<file path="src/rtl/channel_pkg.sv">
// -----------------------------------------------------------------------------
// channel_pkg
// Shared constants for the channel receive FIFO and its storage.
//   XFER_COUNT_W               : width of the optional input-transfer counter
//   CHANNEL_FIFO_DEPTH_DEFAULT : default number of FIFO entries
// -----------------------------------------------------------------------------
package channel_pkg;

    localparam int XFER_COUNT_W               = 32;
    localparam int CHANNEL_FIFO_DEPTH_DEFAULT = 4;

endpackage : channel_pkg

</file>
<file path="src/rtl/channel_fifo_mem.sv">
// -----------------------------------------------------------------------------
// channel_fifo_mem
// DEPTH x N storage array with one synchronous write port and one
// asynchronous (combinational) read port. Contents are never reset.
//
// Ports:
//   clk_i    : clock, writes happen on posedge
//   we_i     : write enable
//   waddr_i  : write address
//   wdata_i  : write data
//   raddr_i  : read address
//   rdata_o  : read data, combinational from raddr_i
// -----------------------------------------------------------------------------
module channel_fifo_mem
    import channel_pkg::*;
#(
    parameter int N     = 1,
    parameter int DEPTH = CHANNEL_FIFO_DEPTH_DEFAULT
) (
    input  logic                     clk_i,
    input  logic                     we_i,
    input  logic [$clog2(DEPTH)-1:0] waddr_i,
    input  logic [N-1:0]             wdata_i,
    input  logic [$clog2(DEPTH)-1:0] raddr_i,
    output logic [N-1:0]             rdata_o
);

    logic [N-1:0] mem_q [DEPTH];

    always_ff @(posedge clk_i) begin
        if (we_i) begin
            mem_q[waddr_i] <= wdata_i;
        end
    end

    assign rdata_o = mem_q[raddr_i];

endmodule : channel_fifo_mem

</file>
<file path="src/rtl/channel_rx_fifo.sv">
// -----------------------------------------------------------------------------
// channel_rx_fifo
// Receive FIFO between two valid/acknowledge channels. A word is registered
// into storage on an input transfer and becomes visible downstream from the
// next cycle on (no fall-through). DEPTH must be a power of two, >= 2.
//
// Handshake: a transfer happens on a posedge where valid and acknowledge are
// both 1 on the same channel. in_a depends only on registered occupancy (and
// the reset pin), never on in_v or out_a. out_v/out_d present the oldest word.
//
// Ports:
//   clk        : clock
//   reset      : asynchronous active-low reset, discards all stored words
//   in_d/in_v  : upstream data / valid
//   in_a       : upstream acknowledge (count < DEPTH)
//   out_d/out_v: downstream data / valid (count != 0)
//   out_a      : downstream acknowledge
//   count      : occupancy 0..DEPTH
//   xfer_count : 32-bit input-transfer counter, only present when the macro
//                CHANNEL_RX_FIFO_XFER_COUNT_EN is defined
// -----------------------------------------------------------------------------
module channel_rx_fifo
    import channel_pkg::*;
#(
    parameter int N     = 1,
    parameter int DEPTH = CHANNEL_FIFO_DEPTH_DEFAULT
) (
    input  logic                   clk,
    input  logic                   reset,
    input  logic [N-1:0]           in_d,
    input  logic                   in_v,
    output logic                   in_a,
    output logic [N-1:0]           out_d,
    output logic                   out_v,
    input  logic                   out_a,
    output logic [$clog2(DEPTH):0] count
`ifdef CHANNEL_RX_FIFO_XFER_COUNT_EN
    ,
    output logic [XFER_COUNT_W-1:0] xfer_count
`endif
);

    localparam int AW = $clog2(DEPTH);
    localparam int CW = AW + 1;
    localparam logic [CW-1:0] FULL_C = CW'(DEPTH);

    logic [AW-1:0] wr_ptr_q, wr_ptr_d;
    logic [AW-1:0] rd_ptr_q, rd_ptr_d;
    logic [CW-1:0] count_q,  count_d;
    logic          in_xfer;
    logic          out_xfer;

    // count_q is already 0 during reset, so in_a would read 1 without the
    // reset gate; the gate keeps the upstream from seeing an acknowledge
    // while the block is held in reset.
    assign in_a     = reset & (count_q < FULL_C);
    assign out_v    = (count_q != '0);
    assign in_xfer  = in_v & in_a;
    assign out_xfer = out_v & out_a;
    assign count    = count_q;

    // Pointers are exactly AW bits so they wrap modulo DEPTH for free.
    always_comb begin
        wr_ptr_d = wr_ptr_q;
        rd_ptr_d = rd_ptr_q;
        count_d  = count_q;
        if (in_xfer) begin
            wr_ptr_d = wr_ptr_q + AW'(1);
        end
        if (out_xfer) begin
            rd_ptr_d = rd_ptr_q + AW'(1);
        end
        case ({in_xfer, out_xfer})
            2'b10:   count_d = count_q + CW'(1);
            2'b01:   count_d = count_q - CW'(1);
            default: count_d = count_q;
        endcase
    end

    always_ff @(posedge clk or negedge reset) begin
        if (!reset) begin
            wr_ptr_q <= '0;
            rd_ptr_q <= '0;
            count_q  <= '0;
        end else begin
            wr_ptr_q <= wr_ptr_d;
            rd_ptr_q <= rd_ptr_d;
            count_q  <= count_d;
        end
    end

    channel_fifo_mem #(
        .N     (N),
        .DEPTH (DEPTH)
    ) u_mem (
        .clk_i   (clk),
        .we_i    (in_xfer),
        .waddr_i (wr_ptr_q),
        .wdata_i (in_d),
        .raddr_i (rd_ptr_q),
        .rdata_o (out_d)
    );

`ifdef CHANNEL_RX_FIFO_XFER_COUNT_EN
    logic [XFER_COUNT_W-1:0] xfer_count_q, xfer_count_d;

    // Free-running wrap at 2^32-1 -> 0 comes from the natural overflow.
    always_comb begin
        xfer_count_d = xfer_count_q;
        if (in_xfer) begin
            xfer_count_d = xfer_count_q + XFER_COUNT_W'(1);
        end
    end

    always_ff @(posedge clk or negedge reset) begin
        if (!reset) begin
            xfer_count_q <= '0;
        end else begin
            xfer_count_q <= xfer_count_d;
        end
    end

    assign xfer_count = xfer_count_q;
`endif

endmodule : channel_rx_fifo

</file>
<file path="config.mk">
export PLATFORM = sky130hd
export DESIGN_NAME = channel_rx_fifo
export DESIGN_NICKNAME = d
export VERILOG_FILES = /design/src/rtl/channel_pkg.sv /design/src/rtl/channel_fifo_mem.sv /design/src/rtl/channel_rx_fifo.sv
export SDC_FILE = /design/constraint.sdc
export NUM_CORES = 1
export LEC_CHECK = 0
export CORE_UTILIZATION = 35
export DETAILED_ROUTE_END_ITERATION = 6
export GPL_TIMING_DRIVEN = 1
export PLACE_DENSITY = 0.63
export SLEW_MARGIN = 20
export SYNTH_ARGS = -nofsm -noshare
export SYNTH_HDL_FRONTEND = slang
export SYNTH_SLANG_ARGS = --single-unit
</file>
<file path="constraint.sdc">
create_clock -name clk -period 2.9 [get_ports clk]
set_input_delay 0.58 -clock clk [delete_from_list [all_inputs] [get_ports clk]]
set_output_delay 0.58 -clock clk [all_outputs]
set_load 0.01 [all_outputs]
</file>
# After elaboration in Yosys (flattened, before gate mapping)
# Memory sizes are Yosys's and may differ from the RTL's.
# Index checks and enable logic that the tools add are counted.
word_totals:
  regBits: 7
  mem_bits_rw: 4
  in_bits: 5
  out_inout_bits: 6
  word_cells: 19
  mem_count: 1
mem_list:
  columns: ["name", "depth", "word_bits", "read_ports", "rd_ports_with_merged_regs", "write_ports", "line_no", "text"]
  rows:
  - ["u_mem.mem_q", 4, 1, 1, 0, 1, "channel_fifo_mem.sv:28", "logic [N-1:0] mem_q [DEPTH];"]
classes:
  addsub: 4
  magnitude_cmp: 1
  n_eq_ne: 2
  mux: 3
  bitwise: 3
  reduce_logical: 2
ops:
  columns: ["operator", "n"]
  rows:
  - ["3-bit one-hot mux with 2 select lines", 1]
  - ["2-bit by 1-bit adder with 2-bit output (second input constant)", 2]
  - ["3-bit by 1-bit adder with 3-bit output (second input constant)", 1]
  - ["1-bit bitwise AND", 3]
  - ["3-bit less-than comparator (second input constant)", 1]
  - ["3-bit nonzero test", 1]
  - ["3-bit by 1-bit subtractor with 3-bit output (second input constant)", 1]
  - ["2-bit by 1-bit equality test with 1-bit output (second input constant)", 1]
  - ["2-bit equality test (second input constant)", 1]
  - ["1-bit two-way mux", 2]
  - ["2-bit nonzero test", 1]

# Depth between registers and ports, before layout
depth:
  depth_word: 5
  ltp_mapped: 9
  mapped_depth_nobuf: 9

# Hierarchy
# A second synthesis with hierarchy kept.
hier_totals:
  cells_unflattened: 37
  area_unflattened_um2: 506.7
modules_own_cells:
  columns: ["mod", "instances", "cells_each", "area_per_inst_um2", "seq_area_each_um2"]
  rows:
  - ["channel_rx_fifo", 1, 28, 332.8, 175.2]
  - ["channel_fifo_mem", 1, 9, 173.9, 120.1]

# Least setup slack after synthesis
# Ideal clock, no wire load.
synth_timing:
  kind: "in2reg"
  from: "in reset"
  to: "reg count_q[2] (netlist: count[2])"
  setup_ns: 0.079
  arrival_ns: 1.930
  required_ns: 2.821
  setup_slack_ns: 0.891
  cell_stages: 9
  path_buffers: 0
  cell_sequence: "nor2b_2 and2_4 inv_2 ha_1 inv_1 fa_1 xor2_1 nor2_1 xor2_1"
synth_between:
  elab_chain_len: 4
  elab_cells_between_ends: 6
  cone_classes: "2 x eq/ne; 1 x mux; 2 x bitwise; 1 x reduce/logical"
synth_lines:
  columns: ["element", "line_no", "text"]
  rows:
  - ["start, declared", "channel_rx_fifo.sv:29", "input logic reset,"]
  - ["1-bit bitwise AND (*)", "channel_rx_fifo.sv:56", "assign in_a = reset & (count_q < FULL_C);"]
  - ["1-bit bitwise AND (*)", "channel_rx_fifo.sv:58", "assign in_xfer = in_v & in_a;"]
  - ["2-bit by 1-bit equality test with 1-bit output or 2-bit equality test (tied branches)", "channel_rx_fifo.sv:73", "case ({in_xfer, out_xfer})"]
  - ["3-bit one-hot mux with 2 select lines or 2-bit nonzero test (tied branches)", null, null]
  - ["end signal, assigned", "channel_rx_fifo.sv:88", "count_q <= count_d;"]
  - ["end, declared", "channel_rx_fifo.sv:49", "logic [CW-1:0] count_q, count_d;"]
# Mark *: on every way between the ends. The rest lies on a longest branch, timed or not.
# A chain may end at the register's enable or synchronous reset.

# Final worst setup path
layout_timing:
  from: "in reset"
  to: "out in_a"
layout_between:
  elab_chain_len: 1
layout_lines:
  columns: ["element", "line_no", "text"]
  rows:
  - ["1-bit bitwise AND", "channel_rx_fifo.sv:56", null]
  - ["end, declared", "channel_rx_fifo.sv:32", "output logic in_a,"]
# Every way passes these cells.

==> flow_summary.ini <==
[synthesis]
yosysUniqueCellTypes = 18
synth_top_area_share_pct = 30.8
yosys_warnings = 0
ys_ff_latch = 11
syn_avg_cell_area_sq_um = 13.6
seq_area_frac_synth_pct = 51.9
synth_cells = 42
synth_area_sq_um = 569
yosysTopAreaCell = dfrtp_1
synth_fp_nets = 53
synthTopCellsByArea = dfrtp_1 31%, edfxtp_1 21%, ha_1 11%, xnor2_1 4.6%, xor2_1 4.6%

[detailed_routing]
ant_nets = 0
routedWlPerCell_microns = 11.5
viasPerCell = 4.67
drt_pass1_iterations = 1
post-route-drc-count = 0
vias = 341
drtIter0Drc = 0
routed_wirelength_microns = 842

[sta]
min_period_ns = 2.44
period_share_pct = 84.2
fin_worst_skew_ns = 0.00340
setup_tns_ns = 0
fmax_ghz = 0.410
hold_slack_ns = 0.494
slew_headroom_pct = 86.8
tightest_slew_ns = 0.198
slew_violations = 0
rsz0062_at_grt = false
finalSetupViolCount = 0
hold_violations = 0
post-route-worst-setup-slack_ns = 0.459

[global_routing]
grt_pass1_wl_microns = 1430
antenna_found_initial = 0
grt-ovfl-total = 0
grt_pass1_vias = 340
grt_max_degree = 8
grtUsageTotal_pct = 11.2

[setup_path]
end_kind = output pin
slowest_stage = clkdlybuf4s50_1
crit_top_cell = clkdlybuf4s50_1
timing.critical_path.required_ns = 2.32
max_stage_delay_ns = 0.57
crit_family = buffers and inverters
cp.buffers_inverters = 2
crit_path_start_kind = primary input
path_cells = clkdlybuf4s50_1 -> nor2b_2 -> clkdlybuf4s50_1
crit_type = in2out
critical_path_arrival_ns = 1.86
cp_max_fo = 6

[clock_network]
clk_latency_ns = 0.26
ctsHtreeMaxLevel = 1
cts_tree = done
cts_sinks = 11
ctsResizeCount = 0
clock_path_buffers = 2
path_clk_slew_ns = 0.07
cts_hold_buffers = 0
root_buffer = clkbuf_4
cts-buffers-inserted = 3
post_cts_buffers = 0

[floorplan]
core.rowCount = 14
die_area_sq_um = 1790
fp.coreArea_sq_um = 1510
die_w_microns = 42.3
io_pins = 11
initial_core_util_pct = 37.8
die_height_microns = 42.3

[power_and_ir_drop]
vdd_drop_max_uv = 288
powerDensity_nw_per_um2 = 964
total_power_uw = 697
static-leakage-power_nw = 0.328

[placement]
place_congestion = 0.728
dpl_cell_area_sq_um = 697
io_buffers = 10
dpl_worst_slack_ns = 0.371
dpl.cell_count = 69

[job]
drv_cap = 0

[finish]
layoutNonFillerInstCount = 73
drive_gt1_share_pct = 19.3
post-route-util_pct = 48.0
layout_commonest_cell = clkdlybuf4s50_1
fillers = 147
syn_to_final_growth_pct = 27.0
final_area_sq_um = 723
layout_common_cells = 10 x clkdlybuf4s50_1, 7 x dfrtp_1, 5 x inv_1, 5 x ha_1
num-nets-final = 69
diodes = 0

[min_path]
hold_class = reg2reg

[outcome]
status = completed
==> sequential cells by signal, summed over array words and instances, names as in the netlist <==
name	count
rd_ptr_q	2
u_mem.mem_q	4
wr_ptr_q	2
count	3
==> cells in the mapped netlist <==
cell type	n
and2_4	1
mux2i_1	1
nand2_2	1
inv_1	5
or3_1	1
mux4_2	1
xnor2_1	3
and3_1	4
edfxtp_1	4
mux2_4	1
inv_2	1
o31a_2	1
fa_1	1
xor2_1	3
ha_1	5
nor2b_2	1
dfrtp_1	7
nor2_1	1
==> worst register-to-register path: cells and delay by family, from the launching register on <==
family	cells	cell delay (ns)
xor+xnor	2	0.29
fa+ha+maj	2	0.54
buf+inv	2	0.11
flops	1	0.44
simple gates	3	0.41
==> final timing paths <==
check                                     endpoint  slack, ns  depth (start not counted)               startpoint
hold / removal             rd_ptr_q[1]$_DFFE_PN0P_       0.49                          1  rd_ptr_q[1]$_DFFE_PN0P_
min in group asynchronous  rd_ptr_q[0]$_DFFE_PN0P_       0.61                          2                    reset
hold reg to reg            rd_ptr_q[1]$_DFFE_PN0P_       0.49                          1  rd_ptr_q[1]$_DFFE_PN0P_
setup / recovery                              in_a       0.46                          3                    reset
max in group asynchronous  wr_ptr_q[1]$_DFFE_PN0P_       2.16                          2                    reset
setup reg to reg              count[2]$_DFFE_PN0P_       1.06                          9     count[2]$_DFFE_PN0P_
==> cells by family (layout without fill, tap and decap cells) <==
| family | Yosys count | count (layout) | share of synthesized area (%) |
|---|---|---|---|
| mux | 3 | 3 | 8.35 |
| flops | 11 | 11 | 51.9 |
| fa+ha+maj | 6 | 6 | 14.5 |
| xor+xnor | 6 | 6 | 9.23 |
| simple gates | 9 | 9 | 10.3 |
| compound gates | 1 | 1 | 1.76 |
| buf+inv | 6 | 21 | 3.96 |
==> routing by layer <==
layer	share of wire, %	up-vias	track usage, %
li1	-	170	-
met1	43	165	13.4
met2	53	4	17.8
met3	2.0	2	1.29
met4	1.7	0	9.38
met5	0	-	0
==> area by class of cell <==
cell class | count | area, sq um | area share [%]
clock buffers | 4 | 26.3 | 3.63
repair buffers | 11 | 108 | 14.9
well taps | 16 | 20.0 | 2.77
flip-flops and latches | 11 | 295 | 40.8
inverters | 6 | 22.5 | 3.11
multi-input cells | 25 | 251 | 34.8
==> power breakdown <==
part	switching, mW	internal (mW)	total, mW
sequential	0.0622	0.220	0.282
combinational	0.128	0.183	0.311
clock	0.0509	0.0531	0.104
(Power assumes the default switching activity.)
